**src/rtl/wb_pkg.sv**
```systemverilog
// rtl/wb_pkg.sv - shared types and defaults for the register-file write-back arbiter
package wb_pkg;

  localparam int DEF_DATA_WIDTH = 64;
  localparam int DEF_ADDR_WIDTH = 5;
  localparam int ZERO_REG       = 0;

  typedef enum logic {
    PRI_ALU,
    PRI_MEM
  } prio_state_e;

  typedef enum logic {
    SRC_ALU,
    SRC_MEM
  } src_e;

endpackage

```
**src/rtl/wb_prio_arbiter.sv**
```systemverilog
// rtl/wb_prio_arbiter.sv - ALU/MEM grant logic, priority FSM and MEM starve counter
// WB_STARVE_GUARD_EN enables the starve counter and PRI_MEM; otherwise ALU has fixed priority.
module wb_prio_arbiter
  import wb_pkg::*;
#(
  parameter int STARVE_LIMIT = 4
) (
  input  logic Clk,
  input  logic Rst,
  input  logic alu_valid_i,
  input  logic mem_valid_i,
  output logic alu_ready_o,
  output logic mem_ready_o,
  output src_e grant_src_o
);

  prio_state_e state_q, state_d;
  logic        mem_first;
  logic        alu_grant;
  logic        mem_grant;

  if (STARVE_LIMIT < 1) begin : g_limit_check
    $error("STARVE_LIMIT must be at least 1");
  end

  // Grants depend only on valids and registered state; both forced low during reset.
  always_comb begin
    alu_grant = 1'b0;
    mem_grant = 1'b0;
    if (!Rst) begin
      if (mem_first) begin
        if (mem_valid_i)      mem_grant = 1'b1;
        else if (alu_valid_i) alu_grant = 1'b1;
      end else begin
        if (alu_valid_i)      alu_grant = 1'b1;
        else if (mem_valid_i) mem_grant = 1'b1;
      end
    end
  end

  always_ff @(posedge Clk or posedge Rst) begin
    if (Rst) state_q <= PRI_ALU;
    else     state_q <= state_d;
  end

`ifdef WB_STARVE_GUARD_EN
  localparam int              SW    = $clog2(STARVE_LIMIT + 1);
  localparam logic [SW-1:0]   LIMIT = SW'(STARVE_LIMIT);

  logic [SW-1:0] starve_q, starve_d;

  // Reaching the limit hands MEM priority in that same cycle, not one later.
  assign mem_first = (state_q == PRI_MEM) || (starve_q == LIMIT);

  always_ff @(posedge Clk or posedge Rst) begin
    if (Rst) starve_q <= '0;
    else     starve_q <= starve_d;
  end

  always_comb begin
    state_d  = state_q;
    starve_d = starve_q;
    if (!mem_valid_i || mem_grant) starve_d = '0;
    else if (starve_q != LIMIT)    starve_d = starve_q + SW'(1);
    case (state_q)
      PRI_ALU: if (starve_q == LIMIT && !mem_grant) state_d = PRI_MEM;
      PRI_MEM: if (mem_grant) state_d = PRI_ALU;
      default: state_d = PRI_ALU;
    endcase
  end
`else
  assign mem_first = (state_q == PRI_MEM);

  always_comb begin
    state_d = PRI_ALU;
  end
`endif

  assign alu_ready_o  = alu_grant;
  assign mem_ready_o  = mem_grant;
  assign grant_src_o  = mem_grant ? SRC_MEM : SRC_ALU;

endmodule

```
**src/rtl/regfile_wb_arbiter.sv**
```systemverilog
// rtl/regfile_wb_arbiter.sv - register-file write-back port: arbitration, x0 filter, output stage
// WB_STARVE_GUARD_EN (in wb_prio_arbiter) selects starvation-guarded vs fixed ALU priority.
module regfile_wb_arbiter
  import wb_pkg::*;
#(
  parameter int DATA_WIDTH   = DEF_DATA_WIDTH,
  parameter int ADDR_WIDTH   = DEF_ADDR_WIDTH,
  parameter int STARVE_LIMIT = 4,
  parameter int CNT_WIDTH    = 16
) (
  input  logic                  Clk,
  input  logic                  Rst,
  input  logic                  alu_valid,
  input  logic [ADDR_WIDTH-1:0] alu_rd,
  input  logic [DATA_WIDTH-1:0] alu_data,
  output logic                  alu_ready,
  input  logic                  mem_valid,
  input  logic [ADDR_WIDTH-1:0] mem_rd,
  input  logic [DATA_WIDTH-1:0] mem_data,
  output logic                  mem_ready,
  output logic                  write_En,
  output logic [ADDR_WIDTH-1:0] writeAddr,
  output logic [DATA_WIDTH-1:0] data_in,
  output logic [CNT_WIDTH-1:0]  commit_cnt
);

  src_e                  grant_src;
  logic                  xfer;
  logic [ADDR_WIDTH-1:0] sel_rd;
  logic [DATA_WIDTH-1:0] sel_data;

  logic                  we_q, we_d;
  logic [ADDR_WIDTH-1:0] addr_q, addr_d;
  logic [DATA_WIDTH-1:0] data_q, data_d;
  logic [CNT_WIDTH-1:0]  cnt_q, cnt_d;

  wb_prio_arbiter #(
    .STARVE_LIMIT (STARVE_LIMIT)
  ) u_arb (
    .Clk          (Clk),
    .Rst          (Rst),
    .alu_valid_i  (alu_valid),
    .mem_valid_i  (mem_valid),
    .alu_ready_o  (alu_ready),
    .mem_ready_o  (mem_ready),
    .grant_src_o  (grant_src)
  );

  assign xfer = alu_ready | mem_ready;

  always_comb begin
    sel_rd   = alu_rd;
    sel_data = alu_data;
    if (grant_src == SRC_MEM) begin
      sel_rd   = mem_rd;
      sel_data = mem_data;
    end
  end

  // x0 writes are accepted and counted but never reach the register file.
  always_comb begin
    we_d   = 1'b0;
    addr_d = addr_q;
    data_d = data_q;
    cnt_d  = cnt_q;
    if (xfer) begin
      we_d   = (sel_rd != ADDR_WIDTH'(ZERO_REG));
      addr_d = sel_rd;
      data_d = sel_data;
      cnt_d  = cnt_q + CNT_WIDTH'(1);
    end
  end

  always_ff @(posedge Clk or posedge Rst) begin
    if (Rst) begin
      we_q   <= 1'b0;
      addr_q <= '0;
      data_q <= '0;
      cnt_q  <= '0;
    end else begin
      we_q   <= we_d;
      addr_q <= addr_d;
      data_q <= data_d;
      cnt_q  <= cnt_d;
    end
  end

  assign write_En   = we_q;
  assign writeAddr  = addr_q;
  assign data_in    = data_q;
  assign commit_cnt = cnt_q;

endmodule
```
**config.mk**
```make
export PLATFORM = sky130hd
export DESIGN_NAME = regfile_wb_arbiter
export DESIGN_NICKNAME = d
export VERILOG_FILES = /design/src/rtl/wb_pkg.sv /design/src/rtl/wb_prio_arbiter.sv /design/src/rtl/regfile_wb_arbiter.sv
export SDC_FILE = /design/constraint.sdc
export NUM_CORES = 1
export LEC_CHECK = 0
export ABC_AREA = 0
export BUFFER_PORTS_ARGS = -buffer_cell sky130_fd_sc_hd__buf_2
export CAP_MARGIN = 40
export CORE_ASPECT_RATIO = 0.75
export CORE_MARGIN = 2
export CORE_UTILIZATION = 44
export DETAILED_ROUTE_END_ITERATION = 7
export PLACE_DENSITY_LB_ADDON = 0.05
export SETUP_SLACK_MARGIN = 0.2
export SYNTH_ARGS = -nofsm -noshare
export SYNTH_HDL_FRONTEND = slang
export SYNTH_SLANG_ARGS = --single-unit
```
**constraint.sdc**
```tcl
create_clock -name Clk -period 4.1 [get_ports Clk]
set_clock_uncertainty 0.15 [all_clocks]
set_input_delay 0.41 -clock Clk [delete_from_list [all_inputs] [get_ports Clk]]
set_output_delay 0.41 -clock Clk [all_outputs]
set_load 0.02 [all_outputs]
```
==> impl_metrics.json <==
{
  "outcome": "completed",
  "reg2reg_from": "commit_cnt[0]",
  "path_max_fanout": 42,
  "core_um2": 8934,
  "synth_cell_types": 28,
  "drv_cap": 0,
  "grt_max_degree": 57,
  "synth_cells": 402,
  "synth_flop_cell": "dfrtp_1",
  "pre_cts_slack_ns": 1.685,
  "cts_resized": 0,
  "yosys_warnings": 0,
  "cp-start-kind": "input pin",
  "worstHoldStart": "alu_data[54]",
  "root_buffer": "clkbuf_16",
  "hold_class": "in2reg",
  "synth_nets": 545,
  "synth_async_sr_flop_share_pct": 100.0,
  "ir_worst_vdd_v": 0.0002232,
  "vias_per_cell": 5.189,
  "ys_seq_elements": 86,
  "final_util_pct": 61.92,
  "synth_edf_count": 0,
  "post_cts_buffers": 0,
  "gr-total-overflow": 0,
  "tritoncts": "yes",
  "first_global_vias": 3509,
  "power_leakage_nw": 2.763,
  "diodes": 0,
  "wirelength_um": 11190,
  "reg2regPathDepth": 5,
  "place_hpwl_um": 8167,
  "cts_buffers": 9,
  "drtAntennaViolNets": 0,
  "insertion_delay_ns": 0.33,
  "final_hold_viol_count": 0,
  "tightest_slew_ns": 0.6881,
  "cp.arrival_ns": 1.87,
  "powerDensity_nw_per_um2": 456.5,
  "postCtsHoldBufs": 0,
  "ioPinCount": 230,
  "setup_ws_ns": 1.674,
  "wl_per_cell_um": 15.25,
  "port-buffer-count": 229,
  "stdcell_count": 734,
  "clk_path_buf_depth": 2,
  "path_class": "in2out",
  "cts.clk_slew.worst_paths_ns": 0.06,
  "area_growth_pct": 38.72,
  "holdPathEnd": "data_in[54]",
  "fillers": 792,
  "finalCriticalPeriod_ns": 2.426,
  "start_util_pct": 44.64,
  "slew_headroom_pct": 54.13,
  "design_area_um2": 5532,
  "clock_sinks": 86,
  "cp-end-kind": "primary output",
  "fin_nets": 761,
  "track_usage_pct": 22.49,
  "final_cell_mix": "buf_2 (229), dfrtp_1 (86), a22oi_1 (64), o21ai_0 (64), nand2_1 (58)",
  "setup_viol": 0,
  "dieWidth_um": 113.9,
  "hold_depth": 3,
  "finalSetupTns_ns": 0,
  "via_count": 3809,
  "clock.fmax_ghz": 0.4122,
  "drtIter0Drc": 256,
  "antenna_found_initial": 0,
  "multi_input_area_um2": 1695,
  "syn_area_um2": 3988,
  "post-route-period-util_pct": 59.18,
  "layout-drive-gt1-share_pct": 41.80,
  "firstDrtPassIters": 4,
  "die_y_um": 86.45,
  "r2r_slack_ns": 2.43,
  "layout_commonest_cell": "buf_2",
  "grt_pass1_wl_um": 17440,
  "final-max-slew-violation-count": 0,
  "r2r_end": "commit_cnt[12]",
  "dpl-instance-area_um2": 5223,
  "syn_area_per_cell_um2": 9.919,
  "cp.required_ns": 3.54,
  "rsz0062_at_grt": "false",
  "dieArea_um2": 9848,
  "gp_congestion": 0.7963,
  "dp.cells": 719,
  "drcViolationCount": 0,
  "seq_area_um2": 2152,
  "htreeDepth": 3,
  "ys_seq_area_share_pct": 53.97,
  "core.rowCount": 30
}
-- state kept, by name, summed over array words and instances (netlist names) --
name / cells
commit_cnt: 16
data_in: 64
write_En: 1
writeAddr: 5
-- layer usage --
layer / global-route usage [%] / vias to the layer above / wire length (um)
met5: 0 / - / 0
met2: 35.88 / 139 / 5356
li1: - / 1868 / -
met1: 31.06 / 1792 / 5006
met3: 5.804 / 10 / 693
met4: 5.543 / 0 / 133
-- cell type report --
| type | count | area share (%) |
|---|---|---|
| Inverter | 2 | 0.1583 |
| Multi-Input combinational cell | 282 | 30.65 |
| Tap cell | 112 | 2.533 |
| Timing Repair Buffer | 237 | 22.17 |
| Clock buffer | 12 | 4.818 |
| Clock inverter | 3 | 0.7691 |
| Sequential cell | 86 | 38.91 |
-- kinds of logic (layout without fill, tap and decap cells) --
family	count (synthesis)	after routing	share of synthesized area, %
AO/OA/AOI/OAI	157	157	24.25
XOR/XNOR	15	15	3.295
adder cells (fa/ha/maj)	1	1	0.3137
buffers and inverters	34	254	3.765
flip-flops	86	86	53.97
multiplexers	5	5	1.255
AND/OR/NAND/NOR	104	104	13.15
-- where the power goes --
group / internal [mW] / switching, mW
clock: 0.517 / 0.313
combinational: 0.242 / 0.386
sequential: 0.971 / 0.0955
-- synth_stat cells, types with 3 or more instances --
master | number | share of area (%)
dfrtp_1 | 86 | 54
a22oi_1 | 64 | 12
o21ai_0 | 64 | 8.0
nand2_1 | 58 | 5.5
nor2b_1 | 24 | 3.8
a21oi_1 | 21 | 2.6
buf_2 | 15 | 1.9
clkbuf_1 | 14 | 1.3
xnor2_1 | 12 | 2.6
nand3_1 | 6 | 0.75
mux2i_1 | 5 | 1.3
o21ai_1 | 5 | 0.63
nand4_1 | 4 | 0.63
nor2_1 | 4 | 0.38
xor2_1 | 3 | 0.66
-- worst max-delay path, cell delays in order --
cell	delay, ns
buf_2	0.53
buf_4	0.42
nor2b_1	0.08
buf_4	0.22
buf_2	0.18
-- how the worst max path moves through the flow --
stage / start / end / slack, ns / cells after the start
after global placement: Rst / alu_ready / 1.70 / 5
after global routing: Rst / alu_ready / 1.58 / 5
after detailed placement: Rst / alu_ready / 1.69 / 5
after CTS: Rst / alu_ready / 1.69 / 5
final: Rst / alu_ready / 1.67 / 5
after floorplan: Rst / mem_ready / 0.66 / 4
-- per-stage QoR --
stage               power, mW  hold WS (ns)
finish                  2.525        0.1536
global route            2.657        0.1606
CTS                     2.549        0.1445
detailed placement      1.716        0.3091
global placement        1.698        0.3064
floorplan               1.445        0.3991
(Power assumes the default switching activity.)
